### src/rtl/wb_stream_pkg.sv
// Shared Wishbone burst encodings and FSM state type for the stream writer datapath.
package wb_stream_pkg;

    localparam logic [2:0] CTI_CLASSIC = 3'b000;
    localparam logic [2:0] CTI_INC     = 3'b010;
    localparam logic [2:0] CTI_EOB     = 3'b111;

    localparam logic [1:0] BTE_LINEAR  = 2'b00;

    typedef enum logic [1:0] {
        IDLE,
        WAIT,
        BURST,
        DONE
    } state_t;

endpackage

### src/rtl/stream_fifo.sv
// Synchronous first-word-fall-through FIFO; rd_data always shows the head word.
module stream_fifo #(
    parameter int WB_DW   = 32,
    parameter int FIFO_AW = 6
) (
    input  logic               clk,
    input  logic               rst,
    input  logic [WB_DW-1:0]   wr_data,
    input  logic               wr_en,
    input  logic               rd_en,
    output logic [WB_DW-1:0]   rd_data,
    output logic               full,
    output logic               empty,
    output logic [FIFO_AW:0]   count
);

    localparam int unsigned DEPTH = 2 ** FIFO_AW;

    logic [WB_DW-1:0]   mem [DEPTH];
    logic [FIFO_AW-1:0] wr_ptr;
    logic [FIFO_AW-1:0] rd_ptr;
    logic               push;
    logic               pop;

    assign full    = (count == (FIFO_AW + 1)'(DEPTH));
    assign empty   = (count == '0);
    assign push    = wr_en && !full;
    assign pop     = rd_en && !empty;
    assign rd_data = mem[rd_ptr];

    always_ff @(posedge clk) begin
        if (push) begin
            mem[wr_ptr] <= wr_data;
        end
    end

    always_ff @(posedge clk) begin
        if (rst) begin
            wr_ptr <= '0;
            rd_ptr <= '0;
            count  <= '0;
        end else begin
            if (push) begin
                wr_ptr <= wr_ptr + 1'b1;
            end
            if (pop) begin
                rd_ptr <= rd_ptr + 1'b1;
            end
            if (push && !pop) begin
                count <= count + 1'b1;
            end else if (pop && !push) begin
                count <= count - 1'b1;
            end
        end
    end

endmodule

### src/rtl/wb_stream_writer.sv
// Buffers a valid/ready word stream and writes it out as Wishbone incrementing bursts.
// Define WB_STREAM_WRITER_STATS_EN to add the words_written_o / overflow_o statistics ports.
module wb_stream_writer
    import wb_stream_pkg::*;
#(
    parameter int WB_AW         = 32,
    parameter int WB_DW         = 32,
    parameter int FIFO_AW       = 6,
    parameter int MAX_BURST_LEN = 8
) (
    input  logic                 wb_clk_i,
    input  logic                 wb_rst_i,
    input  logic [WB_DW-1:0]     stream_s_data_i,
    input  logic                 stream_s_valid_i,
    output logic                 stream_s_ready_o,
    input  logic                 enable_i,
    input  logic [WB_AW-1:0]     start_adr_i,
    input  logic [WB_AW-1:0]     buf_size_i,
    output logic                 busy_o,
    output logic                 irq_o,
    output logic                 err_o,
`ifdef WB_STREAM_WRITER_STATS_EN
    output logic [31:0]          words_written_o,
    output logic                 overflow_o,
`endif
    output logic [WB_AW-1:0]     wbm_adr_o,
    output logic [WB_DW-1:0]     wbm_dat_o,
    output logic [WB_DW/8-1:0]   wbm_sel_o,
    output logic                 wbm_we_o,
    output logic                 wbm_cyc_o,
    output logic                 wbm_stb_o,
    output logic [2:0]           wbm_cti_o,
    output logic [1:0]           wbm_bte_o,
    input  logic                 wbm_ack_i,
    input  logic                 wbm_err_i
);

    localparam int BL_W = $clog2(MAX_BURST_LEN + 1);
    localparam logic [WB_AW-1:0] ADR_STEP = WB_AW'(WB_DW / 8);
    localparam logic [WB_AW-1:0] MAX_LEN  = WB_AW'(MAX_BURST_LEN);

    state_t             state;
    logic               enable_q;
    logic [WB_AW-1:0]   adr;
    logic [WB_AW-1:0]   remaining;
    logic [BL_W-1:0]    beats;
    logic [WB_AW-1:0]   blen;
    logic               burst_ready;
    logic               start_edge;
    logic               pop;

    logic [WB_DW-1:0]   fifo_head;
    logic               fifo_full;
    logic               fifo_empty;
    logic [FIFO_AW:0]   fifo_count;

    stream_fifo #(
        .WB_DW   (WB_DW),
        .FIFO_AW (FIFO_AW)
    ) u_fifo (
        .clk     (wb_clk_i),
        .rst     (wb_rst_i),
        .wr_data (stream_s_data_i),
        .wr_en   (stream_s_valid_i),
        .rd_en   (pop),
        .rd_data (fifo_head),
        .full    (fifo_full),
        .empty   (fifo_empty),
        .count   (fifo_count)
    );

    always_comb begin
        blen        = (remaining < MAX_LEN) ? remaining : MAX_LEN;
        burst_ready = (WB_AW'(fifo_count) >= blen);
        start_edge  = (state == IDLE) && enable_i && !enable_q;
        pop         = (state == BURST) && wbm_ack_i && !wbm_err_i && !fifo_empty;
    end

    assign stream_s_ready_o = !fifo_full;
    assign wbm_adr_o        = adr;
    assign wbm_dat_o        = wbm_cyc_o ? fifo_head : '0;
    assign wbm_bte_o        = BTE_LINEAR;

    always_ff @(posedge wb_clk_i) begin
        if (wb_rst_i) begin
            state     <= IDLE;
            enable_q  <= 1'b0;
            adr       <= '0;
            remaining <= '0;
            beats     <= '0;
            wbm_cyc_o <= 1'b0;
            wbm_stb_o <= 1'b0;
            wbm_we_o  <= 1'b0;
            wbm_sel_o <= '0;
            wbm_cti_o <= CTI_CLASSIC;
            busy_o    <= 1'b0;
            irq_o     <= 1'b0;
            err_o     <= 1'b0;
        end else begin
            enable_q <= enable_i;
            irq_o    <= 1'b0;
            case (state)
                IDLE: begin
                    if (start_edge) begin
                        adr       <= start_adr_i;
                        remaining <= buf_size_i;
                        err_o     <= 1'b0;
                        busy_o    <= 1'b1;
                        if (buf_size_i == '0) begin
                            irq_o <= 1'b1;
                            state <= DONE;
                        end else begin
                            state <= WAIT;
                        end
                    end
                end
                WAIT: begin
                    if (burst_ready) begin
                        wbm_cyc_o <= 1'b1;
                        wbm_stb_o <= 1'b1;
                        wbm_we_o  <= 1'b1;
                        wbm_sel_o <= '1;
                        beats     <= BL_W'(blen);
                        wbm_cti_o <= (blen == WB_AW'(1)) ? CTI_EOB : CTI_INC;
                        state     <= BURST;
                    end
                end
                BURST: begin
                    // err has priority over a simultaneous ack: abort without popping
                    if (wbm_err_i) begin
                        wbm_cyc_o <= 1'b0;
                        wbm_stb_o <= 1'b0;
                        wbm_we_o  <= 1'b0;
                        wbm_sel_o <= '0;
                        wbm_cti_o <= CTI_CLASSIC;
                        err_o     <= 1'b1;
                        busy_o    <= 1'b0;
                        state     <= IDLE;
                    end else if (wbm_ack_i) begin
                        adr       <= adr + ADR_STEP;
                        remaining <= remaining - 1'b1;
                        beats     <= beats - 1'b1;
                        if (beats == BL_W'(1)) begin
                            wbm_cyc_o <= 1'b0;
                            wbm_stb_o <= 1'b0;
                            wbm_we_o  <= 1'b0;
                            wbm_sel_o <= '0;
                            wbm_cti_o <= CTI_CLASSIC;
                            if (remaining == WB_AW'(1)) begin
                                irq_o <= 1'b1;
                                state <= DONE;
                            end else begin
                                state <= WAIT;
                            end
                        end else if (beats == BL_W'(2)) begin
                            wbm_cti_o <= CTI_EOB;
                        end
                    end
                end
                DONE: begin
                    busy_o <= 1'b0;
                    state  <= IDLE;
                end
                default: state <= IDLE;
            endcase
        end
    end

`ifdef WB_STREAM_WRITER_STATS_EN
    logic [31:0] words_written;
    logic        overflow;

    always_ff @(posedge wb_clk_i) begin
        if (wb_rst_i) begin
            words_written <= '0;
            overflow      <= 1'b0;
        end else begin
            if (start_edge) begin
                words_written <= '0;
            end else if (pop) begin
                words_written <= words_written + 1'b1;
            end
            if (stream_s_valid_i && !stream_s_ready_o) begin
                overflow <= 1'b1;
            end
        end
    end

    assign words_written_o = words_written;
    assign overflow_o      = overflow;
`endif

endmodule

### config.mk
export PLATFORM = sky130hd
export DESIGN_NAME = wb_stream_writer
export DESIGN_NICKNAME = d
export VERILOG_FILES = /design/src/rtl/wb_stream_pkg.sv /design/src/rtl/stream_fifo.sv /design/src/rtl/wb_stream_writer.sv
export SDC_FILE = /design/constraint.sdc
export NUM_CORES = 2
export LEC_CHECK = 0
export ABC_CLOCK_PERIOD_IN_PS = 7400
export BUFFER_PORTS_ARGS = -buffer_cell sky130_fd_sc_hd__buf_4
export CAP_MARGIN = 20
export CORE_MARGIN = 5
export CORE_UTILIZATION = 45
export CTS_CLUSTER_DIAMETER = 40
export DETAILED_ROUTE_END_ITERATION = 8
export GPL_TIMING_DRIVEN = 0
export PLACE_DENSITY_LB_ADDON = 0.25
export SLEW_MARGIN = 40
export SYNTH_ARGS = -nofsm -noshare
export SYNTH_HDL_FRONTEND = slang
export SYNTH_SLANG_ARGS = --single-unit
### constraint.sdc
create_clock -name wb_clk_i -period 7.4 [get_ports wb_clk_i]
set_clock_uncertainty 0.15 [all_clocks]
set_input_delay 1.48 -clock wb_clk_i [delete_from_list [all_inputs] [get_ports wb_clk_i]]
set_output_delay 1.48 -clock wb_clk_i [all_outputs]
set_load 0.03 [all_outputs]
**After elaboration in Yosys (flattened, before gate mapping)**

Memory sizes are Yosys's and may differ from the RTL's. A register that Yosys moved wholly into a read port is not among the register bits.
Cells that the tools add are included.

- Output and inout port bits: 80
- RAM bits: 2,048
- Word-level logic and storage cells: 127
- Memories: 1
- Bits in registers: 101
- Bits of input ports: 102

Memories:

| name | depth | bits a word | read ports | clocked after Yosys merged registers in | write ports | RTL line | source |
|---|---|---|---|---|---|---|---|
| u_fifo.mem | 64 | 32 | 1 | 1 | 1 | stream_fifo.sv:19 | `logic [WB_DW-1:0] mem [DEPTH];` |

- $add $sub $neg: 7
- Multiplexer cells: 58
- Order comparisons: 2
- Reduce and logical (&&, ||, !) cells: 29
- Equal/unequal tests: 16

Operators by type and width:

| cell | number |
|---|---|
| 2-to-1 mux 32 bit | 8 |
| one-hot mux 32 bit (2 select lines) | 2 |
| equality test 32 x 1 -> 1 bit (second input constant) | 2 |
| adder 32 x 3 -> 32 bit (second input constant) | 1 |
| >= comparator 7 x 32 -> 1 bit | 1 |
| logical NOT 32 bit | 1 |
| < comparator 32 x 4 -> 1 bit (second input constant) | 1 |
| subtractor 32 x 1 -> 32 bit (second input constant) | 1 |
| 2-to-1 mux 4 bit | 7 |
| AND reduction 4 bit | 5 |
| 2-to-1 mux 3 bit | 6 |
| 2-to-1 mux 1 bit | 16 |
| one-hot mux 4 bit (2 select lines) | 2 |
| 2-to-1 mux 2 bit | 7 |
| 2-to-1 mux 7 bit | 2 |
| adder 6 x 1 -> 6 bit (second input constant) | 2 |
| 2-to-1 mux 6 bit | 2 |
| != test 2 bit (second input constant) | 5 |
| logical AND 1 bit | 9 |
| one-hot mux 2 bit (4 select lines) | 1 |
| adder 7 x 1 -> 7 bit (second input constant) | 1 |
| equality test 7 bit (second input constant) | 1 |
| logical NOT 7 bit | 1 |
| subtractor 7 x 1 -> 7 bit (second input constant) | 1 |
| other kinds (16) | 27 |

**Longest topological paths before layout**

- Depth after elaboration: 8
- Gate-level depth with buffers: 15
- Depth with buffers taken out: 14

**Modules after synthesis**

From an unflattened synthesis, not the netlist that was laid out.

- Cells, all modules: 4,132
- Area, all modules: 84,461.0 sq um

By module, submodules not included:

| module | area an instance (sq um) | instances | sequential area each (sq um) | cells an instance |
|---|---|---|---|---|
| stream_fifo | 79,010.8 | 1 | 61,999.5 | 3,424 |
| wb_stream_writer | 5,450.2 | 1 | 1,541.5 | 708 |

**Least setup slack after synthesis**

OpenSTA, ideal clock, no wires.

- Kind: input to register
- Start point: input port stream_s_valid_i
- End point: memory u_fifo.mem[55][0] (enable)
- Stages on the path: 6
- Data arrival time: 3,880 ps
- Path buffers: 1
- Setup slack: 2,948 ps
- Data required time: 6,829 ps
- Library setup time: 421 ps
- Cells stage by stage: inv_1 -> a31oi_1 -> and2_0 -> clkbuf_1 -> nand3_1 -> nor2_1

- Word-level cells in the longest chain between the ends: 3

RTL lines:

| element | RTL line | source |
|---|---|---|
| start: declaration | wb_stream_writer.sv:14 | `input logic stream_s_valid_i,` |
| logical AND 1 bit | stream_fifo.sv:27 | `assign push = wr_en && !full;` |
| via u_fifo.push | stream_fifo.sv:22 | `logic push;` |
| 2-to-1 mux 1 bit | stream_fifo.sv:32 | `if (push) begin` |
| 2-to-1 mux 1 bit (implied by the code) | stream_fifo.sv:33 | `mem[wr_ptr] <= wr_data;` |
| end: declaration | stream_fifo.sv:19 |  |

The timed path passes the listed nets, and every way through them passes these cells.

==> results_tabular.tex <==
\begin{tabular}{lr}
\hline
Metric & Value \\
\hline
\multicolumn{2}{l}{\textbf{CTS}} \\
Post\_cts resized & 0 \\
Clock-pin slew of the registers on the worst-case setup and hold paths & approximately 50 ps \\
Latest clock arrival within the worst-skew pair & just over 900 ps \\
Number of clock sinks seen by CTS & between 2,000 and 2,500 \\
H-Tree Depth & 5 \\
Number of CTS-inserted buffers & 311 \\
Post-CTS Setup Repair Bufs & 0 \\
Maximum count of clock buffers along a single path & 4 \\
Clk Tree Root Cell & sky130\_fd\_sc\_hd\_\_clkbuf\_16 \\
TritonCTS clock tree & done \\
CTS hold repair buffers & 0 \\
\multicolumn{2}{l}{\textbf{STA}} \\
Achievable Freq & approximately 130 MHz \\
Transition at the pin with the smallest max-transition slack & 976 ps \\
Setup repair after global routing missed its margin & no \\
Count of endpoints failing hold in the final timing report & 0 \\
Final number of max-transition violations & 0 \\
Final setup violation count & 1 \\
Slew margin rel. & 0.349 \\
Time the worst path needs with I/O delays and setup & between 7000 and 8000 ps \\
Ratio of final minimum period to clock period & 1.00 \\
Worst-case setup margin in the final layout & -20.2 ps \\
\multicolumn{2}{l}{\textbf{Logic synthesis}} \\
Library cell occupying the most area in the post-synthesis netlist & sky130\_fd\_sc\_hd\_\_edfxtp\_1 \\
Warnings, synthesis & 0 \\
Number of synthesized flops with an enable pin & a little over 2,000 \\
Synthesized instance count & $\sim$4,100 \\
Synth top area cells & sky130\_fd\_sc\_hd\_\_edfxtp\_1, sky130\_fd\_sc\_hd\_\_mux4\_2, sky130\_fd\_sc\_hd\_\_dfxtp\_1 \\
Synthesized area per cell & $\sim$20 um2 \\
Cell Area, Synth & $\sim$85,000 um2 \\
Number of distinct library cells after synthesis & between 80 and 90 \\
Commonest register cell after synthesis & sky130\_fd\_sc\_hd\_\_edfxtp\_1 \\
Seq cells post-synth & between 2,000 and 2,500 \\
Area share of the leading cell type in the synthesized netlist & 0.727 \\
Fraction of registers with async set/reset & 0 \\
Proportion of synthesized chip area in sequential cells & 0.752 \\
\multicolumn{2}{l}{\textbf{Finish}} \\
Post-route design area & between 100,000 and 150,000 um2 \\
Ratio of cells with drive above 1 in the final layout & 0.343 \\
Sequential standard cell area & approximately 64,000 um2 \\
Commonest cells after routing, fill and taps aside & sky130\_fd\_sc\_hd\_\_edfxtp\_1, sky130\_fd\_sc\_hd\_\_mux4\_2, sky130\_fd\_sc\_hd\_\_clkbuf\_16, sky130\_fd\_sc\_hd\_\_buf\_4, sky130\_fd\_sc\_hd\_\_nand2\_1 \\
Cell Count, Final, Fillers Out & approximately 7,600 \\
Combined area of the multi-input logic cells & 20,300 um2 \\
Layout Utilization & 0.562 \\
\# nets final & roughly 5,000 \\
Area growth syn-to-layout & 24.6\% \\
Count of filler cells inserted in the layout & 13,800 \\
Commonest non-fill, non-tap cell in the layout & sky130\_fd\_sc\_hd\_\_edfxtp\_1 \\
\multicolumn{2}{l}{\textbf{Outcome}} \\
Violations in the final reports & negative setup slack \\
Outcome & complete, but fails checks \\
\multicolumn{2}{l}{\textbf{Critical path}} \\
Startpoint type of the worst setup path & flop \\
Required time at the endpoint of the critical path & a little under 6000 ps \\
Sort of element at the end of the critical path & primary output \\
WS Path Type & reg -> out \\
Largest driver fanout on the critical path & 10 \\
Worst endpoint data arrival time & 5790 ps \\
\multicolumn{2}{l}{\textbf{Flow run}} \\
Maxcap violations & 0 \\
\multicolumn{2}{l}{\textbf{GRT}} \\
Via count of the first global-routing pass & about 48,000 \\
Met3 Track Usage GR & 0.0915 \\
First-pass GRT wire length & about 420 mm \\
Initial antenna violation count & 2 \\
Largest net degree at the start of global routing & 65 \\
Global-route track usage on met1 & 0.428 \\
Remaining global-route overflow & 0 \\
Met2 Use GR & 0.459 \\
Global route hottest layer & met2 \\
Global-route total usage across every layer & 0.313 \\
\multicolumn{2}{l}{\textbf{Placed design}} \\
IO Port Bufs & $\sim$180 \\
Cell Count Post-Placement & 7,060 \\
Placed Instance Area & approximately 95,000 um2 \\
Global placement routability congestion & slightly above 0.9 \\
Dpl hpwl & between 200 and 250 mm \\
\multicolumn{2}{l}{\textbf{Floorplanning}} \\
Core region area & 187,000 um2 \\
Floorplan row count & 159 \\
Vertical die dimension & roughly 440 um \\
Die Wd & between 400 and 500 um \\
Effective utilization at floorplan & 0.451 \\
Total die area & between 150,000 and 200,000 um2 \\
Ports placed on the boundary & about 180 \\
\multicolumn{2}{l}{\textbf{Detailed routing}} \\
Initial detailed-routing violation count & 9,601 \\
Residual DRC & 0 \\
Routed vias/inst & 6.68 \\
Routed len/inst & between 40 and 50 um \\
Number of optimization iterations in the first detailed-route pass & 8 \\
Final wirelength & about 310 mm \\
Residual antenna-violating net count after detailed routing & 0 \\
Vias after detailed routing & 50,800 \\
\multicolumn{2}{l}{\textbf{Pwr}} \\
Power per cell area & between 300 and 400 nW/um2 \\
Total leakage power & around 0.034 uW \\
Maximum VDD drop & 215 uV \\
\multicolumn{2}{l}{\textbf{Worst hold path}} \\
Min-Delay Path Class & reg -> reg \\
\hline
\end{tabular}
## cell families after synthesis
| logic type | count (synthesis) | synth area share |
|---|---|---|
| flip-flops | 2150 | 0.752 |
| multiplexers | 685 | 0.163 |
| AND/OR/NAND/NOR | 560 | 0.0317 |
| AO/OA/AOI/OAI | 434 | 0.0335 |
| buffers and inverters | 276 | 0.0148 |
| adder cells (fa/ha/maj) | 26 | 0.00394 |
| XOR/XNOR | 15 | 0.00155 |
| other | 2 | 0.0000888 |
## synth_stat cells (all sizes together), types with 5 or more instances
master and number:
a221oi 7, mux2 15, a311oi 7, a22oi 23, a221o 7, o21ai 74
nand2b 13, nand2 150, nand3b 7, buf 140, xnor2 5, and2 15
a21o 13, mux4 551, and3 13, nand3 32, a21oi 122, o32ai 6
xor2 10, and4 6, o221ai 15, edfxtp 2048, mux2i 119, nand4 15
ha 25, o22ai 33, a31oi 18, inv 32, clkbuf 103, nor2b 34
nor3 42, nor2 178, a211oi 51, nor4 22, o31ai 10, a2bb2oi 5
or2 5, or3 14, dfxtp 102
## final cells by class
| cell class | instances | area share |
|---|---|---|
| Clock buffer | 354 | 0.0774 |
| Sequential cell | 2150 | 0.603 |
| Inverter | 33 | 0.00122 |
| Buffer | 243 | 0.0116 |
| Timing Repair Buffer | 416 | 0.0627 |
| Multi-Input combinational cell | 1725 | 0.193 |
| Clock inverter | 184 | 0.0212 |
| Antenna cell | 3 | 0.0000712 |
| Tap cell | 2495 | 0.0296 |
## sequential cells by signal, indices dropped and copies added, names as in the netlist, named ones only
register       count
wbm_cti_o          2
wbm_sel_o          1
u_fifo.rd_ptr      6
remaining         32
err_o              1
irq_o              1
wbm_adr_o         32
busy_o             1
enable_q           1
u_fifo.wr_ptr      6
state              2
beats              4
u_fifo.count       7
u_fifo.mem      2048
## power by group
part | total, uW | internal [uW] | switching [uW]
registers | 13900 | 13600 | 277
clock network | 14900 | 9310 | 5630
logic | 3530 | 1170 | 2360
total | 32300 | 24100 | 8270
## per-layer routing
| layer | wire length [um] | vias up |
|---|---|---|
| li1 | - | 18900 |
| met1 | 111000 | 26500 |
| met2 | 138000 | 4516 |
| met3 | 43300 | 866 |
| met4 | 19600 | 4 |
| met5 | 60 | - |
## stage by stage
stage               setup TNS (ps)  worst slack, ps  hold slack, ps  power [uW]
finish                       -20.2            -20.2             325       32300
global route                     0             35.2             350       33100
CTS                              0             62.4             325       32300
detailed placement               0             1060             318       17600
global placement          -1399460            -1360             314       17400
floorplan                        0             2950             299       16000
## worst max-delay path, cell delays in order (launching register included)
cell and delay (ps):
sky130_fd_sc_hd__dfxtp_1 300, sky130_fd_sc_hd__buf_2 240, sky130_fd_sc_hd__buf_2 390, sky130_fd_sc_hd__buf_2 480, sky130_fd_sc_hd__buf_2 500, sky130_fd_sc_hd__buf_2 610, sky130_fd_sc_hd__buf_2 520, sky130_fd_sc_hd__mux2i_1 760
sky130_fd_sc_hd__a21oi_1 180, sky130_fd_sc_hd__mux2i_1 250, sky130_fd_sc_hd__o22ai_1 290, sky130_fd_sc_hd__buf_4 280
## worst paths after layout
check                                end  cells past startpoint                          from  slack, ps
max                         wbm_dat_o[3]                     11                          flop        -20
min           remaining[29]$_SDFFE_PP0P_                      2    remaining[29]$_SDFFE_PP0P_        320
max reg2reg  u_fifo.mem[41][0]$_DFFE_PP_                      9  u_fifo.count[0]$_SDFFE_PP0P_       3320
min reg2reg   remaining[29]$_SDFFE_PP0P_                      2    remaining[29]$_SDFFE_PP0P_        320
Note: power is estimated with default switching activity, not from simulation.
